===== config.mk =====
export PLATFORM = sky130hd
export DESIGN_NAME = deser_channel_arbiter_flat
export DESIGN_NICKNAME = d
export VERILOG_FILES = /design/src/rtl/deser_channel_arbiter_if.sv /design/src/rtl/deser_channel_arbiter.sv /design/src/flat_wrapper.sv
export SDC_FILE = /design/constraint.sdc
export NUM_CORES = 1
export LEC_CHECK = 0
export ABC_CLOCK_PERIOD_IN_PS = 4000
export BUFFER_PORTS_ARGS = -buffer_cell sky130_fd_sc_hd__buf_2
export CAP_MARGIN = 10
export CORE_MARGIN = 2
export CORE_UTILIZATION = 30
export CTS_CLUSTER_DIAMETER = 50
export CTS_CLUSTER_SIZE = 10
export DETAILED_ROUTE_END_ITERATION = 8
export HOLD_SLACK_MARGIN = 0.06
export SETUP_SLACK_MARGIN = 0.2
export SYNTH_ARGS = -nofsm -noshare
export SYNTH_HDL_FRONTEND = slang
export SYNTH_SLANG_ARGS = --single-unit

===== constraint.sdc =====
create_clock -name clk80 -period 4 [get_ports clk80]
set_clock_uncertainty 0.2 [all_clocks]
set_input_delay 0.2 -clock clk80 [delete_from_list [all_inputs] [get_ports clk80]]
set_output_delay 0.2 -clock clk80 [all_outputs]
set_load 0.1 [all_outputs]

===== src/rtl/deser_channel_arbiter_if.sv =====
// Bundle of the per-channel write streams and the merged valid/ready output
// stream of deser_channel_arbiter.
interface deser_channel_arbiter_if #(
    parameter int unsigned NCH = 4
);
    logic [NCH-1:0]    en;
    logic              flush;
    logic [NCH-1:0]    wr;
    logic [16*NCH-1:0] din;
    logic [15:0]       dout;
    logic [1:0]        dout_chan;
    logic              dout_valid;
    logic              dout_ready;
    logic [NCH-1:0]    overflow;
    logic              busy;

    modport master (
        output en, flush, wr, din, dout_ready,
        input  dout, dout_chan, dout_valid, overflow, busy
    );

    modport slave (
        input  en, flush, wr, din, dout_ready,
        output dout, dout_chan, dout_valid, overflow, busy
    );
endinterface


===== src/rtl/deser_channel_arbiter.sv =====
// Merges up to four decoder word streams through per-channel FIFOs and a
// round-robin, burst-limited arbiter into one channel-tagged output stream.
module deser_channel_arbiter #(
    parameter int unsigned NCH      = 4,
    parameter int unsigned AW       = 4,
    parameter int unsigned MAXBURST = 8
) (
    input  logic                    clk80,
    input  logic                    reset_n,
    deser_channel_arbiter_if.slave  bus
);
    localparam int unsigned DEPTH   = 1 << AW;
    localparam logic [AW-1:0] PTR_ONE = 1;
    localparam logic [AW:0]   CNT_ONE = 1;

    typedef enum logic {S_IDLE, S_GRANT} state_t;

    state_t         r_state, w_state_nxt;
    logic [1:0]     r_grant, w_grant_nxt;
    logic [1:0]     r_last, w_last_nxt;
    logic [7:0]     r_burst, w_burst_nxt;

    logic [15:0]    r_mem  [NCH][DEPTH];
    logic [AW-1:0]  r_wptr [NCH];
    logic [AW-1:0]  r_rptr [NCH];
    logic [AW:0]    r_cnt  [NCH];
    logic [NCH-1:0] r_ovf;

    logic [15:0]    r_dout;
    logic [1:0]     r_chan;
    logic           r_valid;

    logic [NCH-1:0] w_empty, w_full, w_push, w_pop;
    logic           w_slot_free, w_pop_any;
    logic           w_found;
    logic [1:0]     w_found_ch;

    always_comb begin
        for (int unsigned k = 0; k < NCH; k++) begin
            w_empty[k] = (r_cnt[k] == '0);
            w_full[k]  = r_cnt[k][AW];
            w_push[k]  = bus.en[k] & bus.wr[k] & ~w_full[k];
        end
    end

    assign w_slot_free = ~r_valid | bus.dout_ready;
    assign w_pop_any   = (r_state == S_GRANT) && w_slot_free && !w_empty[r_grant];
    assign w_pop       = w_pop_any ? (NCH'(1) << r_grant) : '0;

    // Rotating search starting just after the last granted channel.
    always_comb begin : search
        int unsigned idx;
        w_found    = 1'b0;
        w_found_ch = r_last;
        for (int unsigned i = 1; i <= NCH; i++) begin
            idx = (int'(r_last) + i) % NCH;
            if (!w_found && !w_empty[idx]) begin
                w_found    = 1'b1;
                w_found_ch = 2'(idx);
            end
        end
    end

    always_comb begin
        w_state_nxt = r_state;
        w_grant_nxt = r_grant;
        w_last_nxt  = r_last;
        w_burst_nxt = r_burst;
        case (r_state)
            S_IDLE: begin
                if (w_found) begin
                    w_state_nxt = S_GRANT;
                    w_grant_nxt = w_found_ch;
                    w_burst_nxt = '0;
                end
            end
            S_GRANT: begin
                if (w_empty[r_grant]) begin
                    w_state_nxt = S_IDLE;
                    w_last_nxt  = r_grant;
                end else if (w_slot_free) begin
                    w_burst_nxt = r_burst + 8'd1;
                    // A same-cycle write keeps the FIFO non-empty after the pop.
                    if ((r_cnt[r_grant] == CNT_ONE && !w_push[r_grant]) ||
                        w_burst_nxt == 8'(MAXBURST)) begin
                        w_state_nxt = S_IDLE;
                        w_last_nxt  = r_grant;
                    end
                end
            end
            default: w_state_nxt = S_IDLE;
        endcase
    end

    always_ff @(posedge clk80 or negedge reset_n) begin
        if (!reset_n) begin
            r_state <= S_IDLE;
            r_grant <= '0;
            r_last  <= 2'(NCH - 1);
            r_burst <= '0;
        end else if (bus.flush) begin
            r_state <= S_IDLE;
            r_grant <= '0;
            r_last  <= 2'(NCH - 1);
            r_burst <= '0;
        end else begin
            r_state <= w_state_nxt;
            r_grant <= w_grant_nxt;
            r_last  <= w_last_nxt;
            r_burst <= w_burst_nxt;
        end
    end

    always_ff @(posedge clk80 or negedge reset_n) begin
        if (!reset_n) begin
            for (int unsigned k = 0; k < NCH; k++) begin
                r_wptr[k] <= '0;
                r_rptr[k] <= '0;
                r_cnt[k]  <= '0;
            end
            r_ovf <= '0;
        end else if (bus.flush) begin
            for (int unsigned k = 0; k < NCH; k++) begin
                r_wptr[k] <= '0;
                r_rptr[k] <= '0;
                r_cnt[k]  <= '0;
            end
            r_ovf <= '0;
        end else begin
            for (int unsigned k = 0; k < NCH; k++) begin
                if (w_push[k]) r_wptr[k] <= r_wptr[k] + PTR_ONE;
                if (w_pop[k])  r_rptr[k] <= r_rptr[k] + PTR_ONE;
                case ({w_push[k], w_pop[k]})
                    2'b10:   r_cnt[k] <= r_cnt[k] + CNT_ONE;
                    2'b01:   r_cnt[k] <= r_cnt[k] - CNT_ONE;
                    default: r_cnt[k] <= r_cnt[k];
                endcase
                if (bus.en[k] && bus.wr[k] && w_full[k]) r_ovf[k] <= 1'b1;
            end
        end
    end

    always_ff @(posedge clk80) begin
        for (int unsigned k = 0; k < NCH; k++) begin
            if (w_push[k] && !bus.flush) r_mem[k][r_wptr[k]] <= bus.din[16*k +: 16];
        end
    end

    always_ff @(posedge clk80 or negedge reset_n) begin
        if (!reset_n) begin
            r_dout  <= '0;
            r_chan  <= '0;
            r_valid <= 1'b0;
        end else if (bus.flush) begin
            r_dout  <= '0;
            r_chan  <= '0;
            r_valid <= 1'b0;
        end else if (w_pop_any) begin
            r_dout  <= r_mem[r_grant][r_rptr[r_grant]];
            r_chan  <= r_grant;
            r_valid <= 1'b1;
        end else if (w_slot_free) begin
            r_valid <= 1'b0;
        end
    end

    assign bus.dout       = r_dout;
    assign bus.dout_chan  = r_chan;
    assign bus.dout_valid = r_valid;
    assign bus.overflow   = r_ovf;
    assign bus.busy       = (~&w_empty) | r_valid | (r_state == S_GRANT);
endmodule

===== src/flat_wrapper.sv =====
// flat-port wrapper written by rule: the top's interface ports become plain ports
module deser_channel_arbiter_flat 
#(
    parameter int unsigned NCH      = 4,
    parameter int unsigned AW       = 4,
    parameter int unsigned MAXBURST = 8
)
  (clk80, reset_n, bus_en, bus_flush, bus_wr, bus_din, bus_dout_ready, bus_dout, bus_dout_chan, bus_dout_valid, bus_overflow, bus_busy);
  deser_channel_arbiter_if #(.NCH(NCH)) bus_i ();
  input  logic clk80;
  input  logic reset_n;
  input wire logic [$bits(bus_i.en)-1:0] bus_en;
  input wire logic [$bits(bus_i.flush)-1:0] bus_flush;
  input wire logic [$bits(bus_i.wr)-1:0] bus_wr;
  input wire logic [$bits(bus_i.din)-1:0] bus_din;
  input wire logic [$bits(bus_i.dout_ready)-1:0] bus_dout_ready;
  output wire logic [$bits(bus_i.dout)-1:0] bus_dout;
  output wire logic [$bits(bus_i.dout_chan)-1:0] bus_dout_chan;
  output wire logic [$bits(bus_i.dout_valid)-1:0] bus_dout_valid;
  output wire logic [$bits(bus_i.overflow)-1:0] bus_overflow;
  output wire logic [$bits(bus_i.busy)-1:0] bus_busy;
  assign bus_i.en = bus_en;
  assign bus_i.flush = bus_flush;
  assign bus_i.wr = bus_wr;
  assign bus_i.din = bus_din;
  assign bus_i.dout_ready = bus_dout_ready;
  assign bus_dout = bus_i.dout;
  assign bus_dout_chan = bus_i.dout_chan;
  assign bus_dout_valid = bus_i.dout_valid;
  assign bus_overflow = bus_i.overflow;
  assign bus_busy = bus_i.busy;
  deser_channel_arbiter #(.NCH(NCH), .AW(AW), .MAXBURST(MAXBURST)) u_core (.clk80(clk80), .reset_n(reset_n), .bus(bus_i));
endmodule

# Word-level counts from Yosys, hierarchy flattened
# Memories as Yosys holds them, arrays and structs flattened.
# Index checks and enable logic that the tools add are counted.
[op_classes] n_addsub=21 order_cmp=15 eq_ne=14 shift=1 n_mux=92 n_bitwise=23 n_reduce_logical=62
[op_table] cell="two-way mux 256 bit" count=4
[op_table] cell="demux 16 bit (select 4 bit)" count=4
[op_table] cell="two-way mux 16 bit" count=10
[op_table] cell="binary-select mux 16 bit (select 4 bit)" count=1
[op_table] cell="two-way mux 4 bit" count=12
[op_table] cell="one-hot mux 5 bit (2 select lines)" count=4
[op_table] cell="adder 4 x 1 -> 4 bit, second input constant" count=8
[op_table] cell="two-way mux 8 bit" count=4
[op_table] cell="nonzero test 2 bit" count=15
[op_table] cell="two-way mux 2 bit" count=14
[op_table] cell="two-way mux 1 bit" count=26
[op_table] cell=">= comparator 5 bit, second input constant" count=5
[op_table] cell="NOT 4 -> 5 bit" count=5
[op_table] cell="logical AND 1 bit" count=22
[op_table] cell="nonzero test 3 bit" count=7
[op_table] cell="adder 5 x 1 -> 5 bit, second input constant" count=4
[op_table] cell="logical NOT 5 bit" count=4
[op_table] cell="less-than comparator 5 x 1 -> 1 bit, second input constant" count=4
[op_table] cell="two-way mux 20 bit" count=1
[op_table] cell="subtractor 5 x 1 -> 5 bit, second input constant" count=4
[op_table] cell="one-hot mux 8 bit (2 select lines)" count=1
[op_table] cell="less-than comparator 2 x 3 -> 1 bit, second input constant" count=5
[op_table] cell="binary-select mux 1 bit (select 2 bit)" count=6
[op_table] cell="binary-select mux 5 bit (select 2 bit)" count=1
[op_table] cell="other kinds (24)" count=57
[totals] regBits=88 mem_bits_rw=1024 inputBits=76 out_inout_bits=24 wordCells=252 n_memories=1
[memory_table] memory="u_core.r_mem" words=4 word_bits=256 read_ports=1 rd_ports_with_merged_regs=0 write_ports=4 line_no="deser_channel_arbiter.sv:23" source="logic [15:0] r_mem [NCH][DEPTH];"

# Logic depth before layout (Yosys ltp)
[logic_depth] word_depth=15 ltp_mapped=14 depth_no_buf=12

# Worst setup path after synthesis
# No wires, ideal clock.
[synth_path] path_kind="register -> register" from="reg u_core.r_valid, in the netlist u_core.bus.dout_valid" to="reg u_core.r_cnt[4] (netlist bit)" setup_time_ps=78 arrival_ps=2992 required_time_ps=3722 slack_ps=730 path_stages_with_launch=12 n_path_buf=0 period_less_slack_ps=3270 path_cell_list="dfrtp_1 nand2b_1 nand3_1 nor3_2 nand2_1 clkinv_1 xnor2_1 ha_1 o31a_1 a2111oi_0 mux2i_1 a21oi_1"
[synth_via] elab_chain_len=8 word_cells_on_any_way=10 cone_classes="eq/ne (2); mux (3); bitwise (2); reduce/logical (3)"
[synth_lines] item="start: declaration" line_no="deser_channel_arbiter.sv:31" source="logic r_valid;"
[synth_lines] item="start signal: assignment" line_no="deser_channel_arbiter.sv:153" source="r_valid <= 1'b0;"
[synth_lines] item="start signal: assignment" line_no="deser_channel_arbiter.sv:157" source="r_valid <= 1'b0;"
[synth_lines] item="start signal: assignment" line_no="deser_channel_arbiter.sv:161" source="r_valid <= 1'b1;"
[synth_lines] item="NOT 1 bit (*)" line_no="deser_channel_arbiter.sv:46" source="assign w_slot_free = ~r_valid | bus.dout_ready;"
[synth_lines] item="bitwise OR 1 bit (*)" line_no="deser_channel_arbiter.sv:46"
[synth_lines] item="logical AND 1 bit (*) (2 in a row)" line_no="deser_channel_arbiter.sv:47" source="assign w_pop_any = (r_state == S_GRANT) && w_slot_free && !w_empty[r_grant];"
[synth_lines] item="two-way mux 4 bit (*)" line_no="deser_channel_arbiter.sv:48" source="assign w_pop = w_pop_any ? (NCH'(1) << r_grant) : '0;"
[synth_lines] item="equality test 2 x 1 -> 1 bit / equality test 2 bit (equally long branches)" line_no="deser_channel_arbiter.sv:133" source="case ({w_push[k], w_pop[k]})"
[synth_lines] item="one-hot mux 5 bit (2 select lines)" line_no="deser_channel_arbiter.sv:133"
[synth_lines] item="two-way mux 20 bit" line_no="deser_channel_arbiter.sv:122" source="end else if (bus.flush) begin"
[synth_lines] item="end signal: indexed assignment" line_no="deser_channel_arbiter.sv:134" source="2'b10: r_cnt[k] <= r_cnt[k] + CNT_ONE;"
[synth_lines] item="end signal: indexed assignment" line_no="deser_channel_arbiter.sv:135" source="2'b01: r_cnt[k] <= r_cnt[k] - CNT_ONE;"
[synth_lines] item="end signal: indexed assignment" line_no="deser_channel_arbiter.sv:136" source="default: r_cnt[k] <= r_cnt[k];"
[synth_lines] item="end: declaration" line_no="deser_channel_arbiter.sv:26" source="logic [AW:0] r_cnt [NCH];"
# Every way passes the cells marked *; elsewhere a longest branch is shown, timed or not.
# A chain may end at the register's enable or synchronous reset.

# Worst setup path in the final report
[layout_path] from="reg u_core.r_cnt[19] (netlist bit)" to="out bus_busy"
[layout_via] elab_chain_len=5
[layout_lines] item="logical NOT 5 bit" line_no="deser_channel_arbiter.sv:40" source="w_empty[k] = (r_cnt[k] == '0);"
[layout_lines] item="AND reduction 4 bit" line_no="deser_channel_arbiter.sv:171" source="assign bus.busy = (~&w_empty) | r_valid | (r_state == S_GRANT);"
[layout_lines] item="logical NOT 1 bit" line_no="deser_channel_arbiter.sv:171"
[layout_lines] item="bitwise OR 1 bit (2 in a row)" line_no="deser_channel_arbiter.sv:171"
[layout_lines] item="end: declaration" line_no="flat_wrapper.sv:21" source="output wire logic [$bits(bus_i.busy)-1:0] bus_busy;"
# Every way passes these cells.

==> flow_metrics.tcl <==
set metrics [dict create \
    clock_path_buffers 3 \
    synth_edf_count 1024 \
    grt.total_usage 0.1777 \
    dp_hpwl_um 79360 \
    insertion_delay_ps 760 \
    drv_cap 0 \
    grt_pass1_wl_um 189100 \
    fin_crit_sh 0.8974 \
    status "finished clean" \
    setup_tns_ps 0 \
    hold_path.class "in -> reg" \
    worstHoldPathCells 5 \
    worstHoldEndpoint "u_core.r_cnt[4]" \
    dp_worst_setup_slack_ps 654.4 \
    synth_seq_cells 1112 \
    grt_overflow 0 \
    ioPinCount 100 \
    dr.pass1.iters 5 \
    syn-num-nets 2365 \
    rr_startpoint "u_core.r_grant[1]" \
    post_cts_resized 0 \
    synth_common_cells "edfxtp_1 (1,024), mux4_2 (262), nor2_1 (143)" \
    p_total_mw 30.40 \
    postCtsSetupBuffers 0 \
    holdBufCountCts 88 \
    drc 0 \
    rrSetupSlack_ps 680 \
    viasPerCell 5.298 \
    vias 24298 \
    grt_max_degree 109 \
    nets 2671 \
    required_ps 3600 \
    cp_max_fo 8 \
    r2r_end "u_core.bus.dout[9]" \
    num_rows 141 \
    place_congestion 0.8079 \
    async_flop_share 0.07914 \
    htreeDepth 4 \
    synthCells 2259 \
    finalSetupViolCount 0 \
    avgRoutedWirePerCell_um 29.61 \
    vdd_drop_max_v 0.0004485 \
    final_max_slew_viol_count 0 \
    max_slew_margin 0.2438 \
    numCtsBuffers 137 \
    tightest_slew_ps 1134 \
    drive_above_1_share 0.3057 \
    cp-start-kind "flop" \
    initial_utilization 0.3021 \
    syn_area_per_cell_um2 19.75 \
    cts_tree "done" \
    ys.flop_type "edfxtp_1" \
    cts.sinks 1112 \
    hold_start "bus_wr[3]" \
    grt_pass1_vias 24453 \
    setup_slack_ps 410.4 \
    antenna_found_initial 5 \
    finalHoldViolations 0 \
    syn-cell-area_um2 44620 \
    die_w_um 389.6 \
    fmax_mhz 278.6 \
    arrival_ps 3190 \
    numPortBuffers 99 \
    period_needed_ps 3590 \
    synth_top_area_frac 0.6892 \
    antenna_cells 0 \
    synth_warnings 0 \
    synth.area.top_cells "edfxtp_1 (69%), mux4_2 (13%), dfrtp_1 (4.8%)" \
    cts_root_buf "clkbuf_16" \
    rsz0062_at_grt "no" \
    synth_top_area_cell "edfxtp_1" \
    reg2reg_depth 5 \
    p_leak_nw 16.94 \
    utilization 0.3614 \
    clk_pin_slew_ps 60 \
    final_antenna_net_count 0 \
    synth-seq-area-share 0.7386 \
    drt_wl_total_um 135800 \
    critPathKind "reg -> out" \
    die_y_um 389.6 \
    design.core.area_um2 147700 \
    endpoint_kind "output pin" \
    yosys.cell_types.count 71 \
    first_iter_violations 3133 \
    syn2layout_area_growth_pct 19.60 \
    dieArea_um2 151800 \
    yosysMostFrequentCell "edfxtp_1" \
    power-per-cell-area_nw_per_um2 569.8 \
]
cell usage in the layout, fill, tap and decap left out, types with 30 or more instances in the layout:
cell / instances
buf_2: 98
clkbuf_1: 56
nand2_1: 99
mux4_2: 260
o211ai_1: 31
dlygate4sd3_1: 87
a21oi_1: 34
o22ai_1: 35
clkbuf_16: 138
dfrtp_1: 84
buf_4: 87
nor2_4: 40
nor2_1: 94
ha_1: 30
edfxtp_1: 1024
mux2i_1: 43
mux2_2: 85
layout make-up:
cell class                 count  area (um^2)
fill                       13484        94300
inverter                      21        78.83
multi-input combinational   1007        11450
timing repair buffer         286         2302
sequential                  1112        32960
clock buffer                 197         3705
tap                         1930         2415
clock inverter                33        445.4
how the worst max path moves through the flow:
stage                                     to                   from  slack [ps]  cells past startpoint
after floorplan              u_core.r_cnt[4]  u_core.bus.dout_valid         730                     11
after global placement    u_core.bus.dout[8]      u_core.r_grant[1]         720                      7
after detailed placement  u_core.bus.dout[8]      u_core.r_grant[1]         650                      7
after CTS                           bus_busy       u_core.r_cnt[19]         430                      5
after global routing                bus_busy       u_core.r_cnt[19]         220                      5
final                               bus_busy       u_core.r_cnt[19]         410                      5
worst max-delay path, cell delays in order, from the launching register on:
cell and delay, ps:
dfrtp_1 440, nor4_1 450, nor2b_1 500, nand4_1 300, or3_1 430, buf_2 320
report_power, final:
| part | internal [mW] | switching, mW |
|---|---|---|
| Sequential | 12.9 | 0.278 |
| Clock | 6.63 | 4.85 |
| Combinational | 2.53 | 3.24 |
cells by family (layout without fill, tap and decap cells):
logic type,count (synthesis),in the layout,share of synthesized area
XOR/XNOR,40,40,0.007852
AND/OR/NAND/NOR,339,339,0.03399
buffers and inverters,140,537,0.01383
multiplexers,399,399,0.1656
AO/OA/AOI/OAI,199,199,0.03166
adder cells (fa/ha/maj),30,30,0.008413
flip-flops,1112,1112,0.7386
registers in the layout, indices dropped and copies added (netlist names), 2 cells and up:
signal / flops
u_core.bus.overflow: 4
u_core.r_rptr: 16
u_core.r_grant: 2
u_core.r_cnt: 20
u_core.r_mem: 1024
u_core.r_wptr: 16
u_core.bus.dout: 16
u_core.r_burst: 8
u_core.bus.dout_chan: 2
u_core.r_last: 2
per-layer routing:
| layer | vias up | track usage | share of wire |
|---|---|---|---|
| met2 | 1331 | 0.2806 | 0.47 |
| li1 | 9838 | - | - |
| met3 | 243 | 0.03858 | 0.091 |
| met4 | 2 | 0.06476 | 0.035 |
| met5 | - | 0 | 0.000074 |
| met1 | 12884 | 0.2414 | 0.40 |
per-stage QoR:
stage               hold slack (ps)  cell area (um^2)  cells
floorplan                    -295.6             44620   2259
global placement              165.4             48310   4268
detailed placement            169.6             48310   4268
CTS                           176.4             53360   4586
global route                  212.8             53360   4586
finish                        225.4             53360   4586
No activity file was read; power rests on OpenSTA's default activity.
